File: src/rtl/niosii_system_sysid_ext_if.sv
// Avalon-MM slave bus bundle for the extended system-ID peripheral.
// The bus master drives address/read/write/writedata/byteenable and
// receives readdata/readdatavalid.
interface niosii_system_sysid_ext_if #(
  parameter int unsigned ADDR_W = 3
);

  logic [ADDR_W-1:0] address;
  logic              read;
  logic              write;
  logic [31:0]       writedata;
  logic [3:0]        byteenable;
  logic [31:0]       readdata;
  logic              readdatavalid;

  modport master (
    output address,
    output read,
    output write,
    output writedata,
    output byteenable,
    input  readdata,
    input  readdatavalid
  );

  modport slave (
    input  address,
    input  read,
    input  write,
    input  writedata,
    input  byteenable,
    output readdata,
    output readdatavalid
  );

endinterface

File: src/rtl/niosii_system_sysid_ext.sv
// Extended system-ID / info slave on the Nios II Avalon-MM bus.
// Word map: 0 SYSTEM_ID, 1 TIMESTAMP, 2 INFO, 3 UPTIME_LO, 4 UPTIME_HI,
// 5 SCRATCH (byte-writable), 6 CTRL; word 7 and anything >= 8 read 0.
// Reads are pipelined with a fixed READ_LATENCY and a readdatavalid strobe.
// Optional feature macro: SYSID_UPTIME_EN adds the uptime counter, the
// coherent high-half shadow and the CTRL register. Without it, words 3, 4
// and 6 read 0 and INFO[15:8] is 0.
module niosii_system_sysid_ext #(
  parameter logic [31:0] SYSTEM_ID    = 32'h0000_0000,
  parameter logic [31:0] TIMESTAMP    = 32'd1424220532,
  parameter int unsigned ADDR_W       = 3,
  parameter int unsigned READ_LATENCY = 1,
  parameter int unsigned UPTIME_W     = 48
) (
  input  logic                           clock,
  input  logic                           reset,
  niosii_system_sysid_ext_if.slave       bus
);

  localparam logic [2:0] WordSysId  = 3'd0;
  localparam logic [2:0] WordStamp  = 3'd1;
  localparam logic [2:0] WordInfo   = 3'd2;
  localparam logic [2:0] WordUpLo   = 3'd3;
  localparam logic [2:0] WordUpHi   = 3'd4;
  localparam logic [2:0] WordScratch = 3'd5;
  localparam logic [2:0] WordCtrl   = 3'd6;

`ifdef SYSID_UPTIME_EN
  localparam logic [7:0] InfoUptimeW = 8'(UPTIME_W);
`else
  localparam logic [7:0] InfoUptimeW = 8'h00;
`endif

  localparam logic [31:0] InfoWord = {8'(READ_LATENCY), 8'(ADDR_W), InfoUptimeW, 8'h02};

  // Address decode
  logic [ADDR_W-1:0] addr;
  logic [2:0]        word;
  logic              mapped;
  logic              wr_scratch;

  assign addr       = bus.address;
  assign word       = addr[2:0];
  // Words at or above 8 alias nothing; upper address bits must be zero.
  assign mapped     = ((addr >> 3) == '0);
  assign wr_scratch = bus.write && mapped && (word == WordScratch);

  // Scratch register
  logic [31:0] scratch_q;
  logic [31:0] scratch_d;

  // Scratch next-state: merge enabled byte lanes of the write data
  always_comb begin
    scratch_d = scratch_q;
    if (wr_scratch) begin
      for (int i = 0; i < 4; i++) begin
        if (bus.byteenable[i]) begin
          scratch_d[i*8 +: 8] = bus.writedata[i*8 +: 8];
        end
      end
    end
  end

  // Scratch register state
  always_ff @(posedge clock) begin
    if (reset) begin
      scratch_q <= '0;
    end else begin
      scratch_q <= scratch_d;
    end
  end

`ifdef SYSID_UPTIME_EN
  // Uptime counter, run flag and high-half shadow
  logic [UPTIME_W-1:0]  cnt_q;
  logic [UPTIME_W-1:0]  cnt_d;
  logic                 run_q;
  logic                 run_d;
  logic [UPTIME_W-33:0] hi_shadow_q;
  logic [UPTIME_W-33:0] hi_shadow_d;
  logic                 wr_ctrl;
  logic                 rd_uplo;

  assign wr_ctrl = bus.write && mapped && (word == WordCtrl) && bus.byteenable[0];
  assign rd_uplo = bus.read && mapped && (word == WordUpLo);

  // Counter next-state: clear wins over increment; run takes effect next cycle
  always_comb begin
    cnt_d       = cnt_q;
    run_d       = run_q;
    hi_shadow_d = hi_shadow_q;
    if (run_q) begin
      cnt_d = cnt_q + UPTIME_W'(1);
    end
    if (wr_ctrl) begin
      run_d = bus.writedata[1];
      if (bus.writedata[0]) begin
        cnt_d = '0;
      end
    end
    // Freeze the upper half seen by a LO read so the following HI read is coherent
    if (rd_uplo) begin
      hi_shadow_d = cnt_q[UPTIME_W-1:32];
    end
  end

  // Uptime state registers
  always_ff @(posedge clock) begin
    if (reset) begin
      cnt_q       <= '0;
      run_q       <= 1'b1;
      hi_shadow_q <= '0;
    end else begin
      cnt_q       <= cnt_d;
      run_q       <= run_d;
      hi_shadow_q <= hi_shadow_d;
    end
  end

  logic [31:0] up_lo_val;
  logic [31:0] up_hi_val;
  logic [31:0] ctrl_val;

  assign up_lo_val = cnt_q[31:0];
  assign up_hi_val = 32'(hi_shadow_q);
  assign ctrl_val  = {30'd0, run_q, 1'b0};
`else
  logic [31:0] up_lo_val;
  logic [31:0] up_hi_val;
  logic [31:0] ctrl_val;

  assign up_lo_val = '0;
  assign up_hi_val = '0;
  assign ctrl_val  = '0;
`endif

  // Read mux: value of the addressed word as of the sampling cycle
  logic [31:0] rd_val;

  always_comb begin
    rd_val = '0;
    if (mapped) begin
      unique case (word)
        WordSysId:   rd_val = SYSTEM_ID;
        WordStamp:   rd_val = TIMESTAMP;
        WordInfo:    rd_val = InfoWord;
        WordUpLo:    rd_val = up_lo_val;
        WordUpHi:    rd_val = up_hi_val;
        WordScratch: rd_val = scratch_q;
        WordCtrl:    rd_val = ctrl_val;
        default:     rd_val = '0;
      endcase
    end
  end

  // Read pipeline: stage i holds a read accepted i+1 cycles ago
  logic [READ_LATENCY-1:0] vld_q;
  logic [31:0]             dat_q [READ_LATENCY];

  // Read pipeline registers; non-read slots carry zero data
  always_ff @(posedge clock) begin
    if (reset) begin
      vld_q <= '0;
      for (int i = 0; i < int'(READ_LATENCY); i++) begin
        dat_q[i] <= '0;
      end
    end else begin
      vld_q[0] <= bus.read;
      dat_q[0] <= bus.read ? rd_val : 32'd0;
      for (int i = 1; i < int'(READ_LATENCY); i++) begin
        vld_q[i] <= vld_q[i-1];
        dat_q[i] <= dat_q[i-1];
      end
    end
  end

  assign bus.readdatavalid = vld_q[READ_LATENCY-1];
  assign bus.readdata      = vld_q[READ_LATENCY-1] ? dat_q[READ_LATENCY-1] : 32'd0;

endmodule
File: src/flat_wrapper.sv
// flat-port wrapper written by rule: the top's interface ports become plain ports
module niosii_system_sysid_ext_flat 
#(
  parameter logic [31:0] SYSTEM_ID    = 32'h0000_0000,
  parameter logic [31:0] TIMESTAMP    = 32'd1424220532,
  parameter int unsigned ADDR_W       = 3,
  parameter int unsigned READ_LATENCY = 1,
  parameter int unsigned UPTIME_W     = 48
)
  (clock, reset, bus_address, bus_read, bus_write, bus_writedata, bus_byteenable, bus_readdata, bus_readdatavalid);
  niosii_system_sysid_ext_if #(.ADDR_W(ADDR_W)) bus_i ();
  input  logic clock;
  input  logic reset;
  input wire logic [$bits(bus_i.address)-1:0] bus_address;
  input wire logic [$bits(bus_i.read)-1:0] bus_read;
  input wire logic [$bits(bus_i.write)-1:0] bus_write;
  input wire logic [$bits(bus_i.writedata)-1:0] bus_writedata;
  input wire logic [$bits(bus_i.byteenable)-1:0] bus_byteenable;
  output wire logic [$bits(bus_i.readdata)-1:0] bus_readdata;
  output wire logic [$bits(bus_i.readdatavalid)-1:0] bus_readdatavalid;
  assign bus_i.address = bus_address;
  assign bus_i.read = bus_read;
  assign bus_i.write = bus_write;
  assign bus_i.writedata = bus_writedata;
  assign bus_i.byteenable = bus_byteenable;
  assign bus_readdata = bus_i.readdata;
  assign bus_readdatavalid = bus_i.readdatavalid;
  niosii_system_sysid_ext #(.SYSTEM_ID(SYSTEM_ID), .TIMESTAMP(TIMESTAMP), .ADDR_W(ADDR_W), .READ_LATENCY(READ_LATENCY), .UPTIME_W(UPTIME_W)) u_core (.clock(clock), .reset(reset), .bus(bus_i));
endmodule
File: config.mk
export PLATFORM = sky130hd
export DESIGN_NAME = niosii_system_sysid_ext_flat
export DESIGN_NICKNAME = d
export VERILOG_FILES = /design/src/rtl/niosii_system_sysid_ext_if.sv /design/src/rtl/niosii_system_sysid_ext.sv /design/src/flat_wrapper.sv
export SDC_FILE = /design/constraint.sdc
export NUM_CORES = 1
export LEC_CHECK = 0
export ABC_AREA = 1
export BUFFER_PORTS_ARGS = -buffer_cell sky130_fd_sc_hd__buf_4
export CORE_MARGIN = 3
export CORE_UTILIZATION = 40
export DETAILED_ROUTE_END_ITERATION = 10
export RECOVER_POWER = 50
export SYNTH_ARGS = -nofsm -noshare
export SYNTH_HDL_FRONTEND = slang
export SYNTH_SLANG_ARGS = --single-unit
File: constraint.sdc
create_clock -name clock -period 1.7 [get_ports clock]
set_clock_uncertainty 0.15 [all_clocks]
set_input_delay 0.17 -clock clock [delete_from_list [all_inputs] [get_ports clock]]
set_output_delay 0.17 -clock clock [all_outputs]
set_load 0.01 [all_outputs]
==> metrics.txt <==
Final min period=1.51 ns; cts repair resizes=0; Synth warnings=0; drt first-iter violations=87; layout cells sized above 1=20.4%; final WL=5820 µm; Ant. Diodes=0; Seq/Total Area, Yosys=48.8%; WL/cell=10.5 µm; first-pass GRT wire length=9610 µm; Fin Setup TNS=0 ns; Fin. Hold Viols=0; buffers and inverters on the worst path=3; Leak Pwr=1.95 nW; Yosys cell types=13; Max IR drop VDD=0.000393 V; #FFs+latches synth=65; crit path max fanout=31; worst path required time=1.38 ns; GRT overflow=0; Crit-path slowest cell=dfxtp_1; worst skew pair latency=0.33 ns; FF-to-FF Start=u_core.scratch_q[8]; IO Count=76; Post-Layout Cell Count=553; endpoint type of the worst setup path=primary output; commonest non-fill, non-tap cells in the layout=108 x nor2_1, 84 x nand2_1, 76 x inv_1, 76 x buf_4, 65 x dfxtp_1; Hold Crit Class=in -> reg; synthesized instance count=395; Initial Util=41.6%; net count after synthesis=438; Reg clk slew, reported paths=0.07 ns; RSZ-0062 raised after global routing=no; critical path type=reg -> out; commonest non-fill, non-tap cell in the layout=nor2_1; Overall Global Routing Usage=15.9%; metal3 WL=291 µm; fin crit share=88.6%; Placer Congestion=0.812; root buffer cell=clkbuf_8; min-delay src=bus_writedata[2]; Fmax=664 MHz; Met2 Wirelength=2540 µm; status=complete, no violations; Crit path max-delay family=flip-flops; M1 WL=2930 µm; hold_ws=0.00475 ns; Arrival @ worst endpoint=1.19 ns; die area=7690 µm²; delay of the slowest critical-path stage=0.42 ns; CTS buffer count=9; uppermost layer routed=met4; buffer depth of the longest clock path=2; largest net degree at the start of global routing=33; drc violations=0; Max Cap Viol=0; DP Cell Count=535; post-route ant nets=0; dpl hpwl=4310 µm; via count of the first global-routing pass=2105; # rows=29; worst-margin pin slew=0.868 ns; Slew HR=41.7%; die extent in x=87.7 µm; worst setup slack after layout=0.194 ns; power density over the cells=964 nW/µm²; syn_area_per_cell=6.76 µm²; clock tree from TritonCTS=built; Post-Place Setup Slack=0.299 ns; Vias/cell=4.21; antenna violations before repair=0; crit path launch type=flip-flop; fin. max-slew vios=0; clock sink count=65; Mapped Area=2670 µm²; core area=6420 µm²; floorplan die height=87.7 µm; synth-to-layout area growth=32.0%; Vias=2328; H-tree depth=3; Nets=514; DRT Pass-1 Iters=4; # setup viols final=0; port buffer count=75; beginning of the critical path=u_core.bus.readdatavalid; critical path, cell by cell=buf_12 > nand2_1 > inv_1 > buf_4
registers in the layout, indices dropped and copies added (netlist names):
signal and flops:
u_core.dat_q 32, u_core.scratch_q 32, u_core.bus.readdatavalid 1
cell usage after synthesis:
| cell type | instances | area share [%] |
|---|---|---|
| nand2_1 | 84 | 12 |
| nor2_2 | 2 | 0.47 |
| inv_1 | 76 | 11 |
| nor3_4 | 4 | 2.4 |
| clkbuf_1 | 4 | 0.56 |
| nand3_2 | 1 | 0.38 |
| dfxtp_1 | 65 | 49 |
| nand3_1 | 34 | 6.4 |
| nor2_1 | 107 | 15 |
| buf_2 | 10 | 1.9 |
| a21oi_1 | 4 | 0.75 |
| buf_6 | 1 | 0.42 |
| buf_1 | 3 | 0.42 |
worst register-to-register path: stages (launching register included):
cell and delay [ns]:
dfxtp_1 0.35, nor2_1 0.13, nor2_1 0.06
report_power, final:
part / internal (mW) / switching [mW]
registers: 1.55 / 0.0139
logic: 0.120 / 0.132
clock network: 1.01 / 0.570
cell type report:
type,instances,area [µm²]
Sequential cell,65,1300
Fill cell,673,2900
Timing Repair Buffer,83,649
Multi-Input combinational cell,236,947
Tap cell,77,96.3
Clock buffer,11,141
Inverter,76,285
Clock inverter,5,103
kinds of logic (layout without fill, tap and decap cells):
logic type	after synthesis	count (layout)	synth area share (%)
flops	65	65	48.8
buf+inv	94	175	14.0
simple gates	232	232	36.5
compound gates	4	4	0.750
final timing paths:
check,cells after the start,slack (ns),to
max,4,0.19,bus_readdata[27]
min,5,0.005,u_core.scratch_q[2]
max reg2reg,2,0.90,u_core.dat_q[0][8]
min reg2reg,2,0.29,u_core.dat_q[0][18]
metal layers:
| metal | vias to the layer above | GRT usage, % |
|---|---|---|
| met1 | 970 | 21.9 |
| met3 | 5 | 3.86 |
| met2 | 58 | 25.2 |
| met5 | - | 0 |
| met4 | 0 | 3.77 |
| li1 | 1295 | - |
metrics by stage:
step	utilization (%)	power, mW	cell area, µm²
4_1_cts	55.7	3.42	3570
2_1_floorplan	-	1.74	2670
3_3_place_gp	51.5	1.85	3310
3_5_place_dp	51.5	1.86	3310
5_1_grt	54.9	3.53	3520
6_report	54.9	3.40	3520
timing repair:
item / CTS / global route
setup buffers: 0 / 0
hold endpoints to repair: 2 / 0
hold buffers: 2 / 0
No activity file was read; power rests on OpenSTA's default activity.
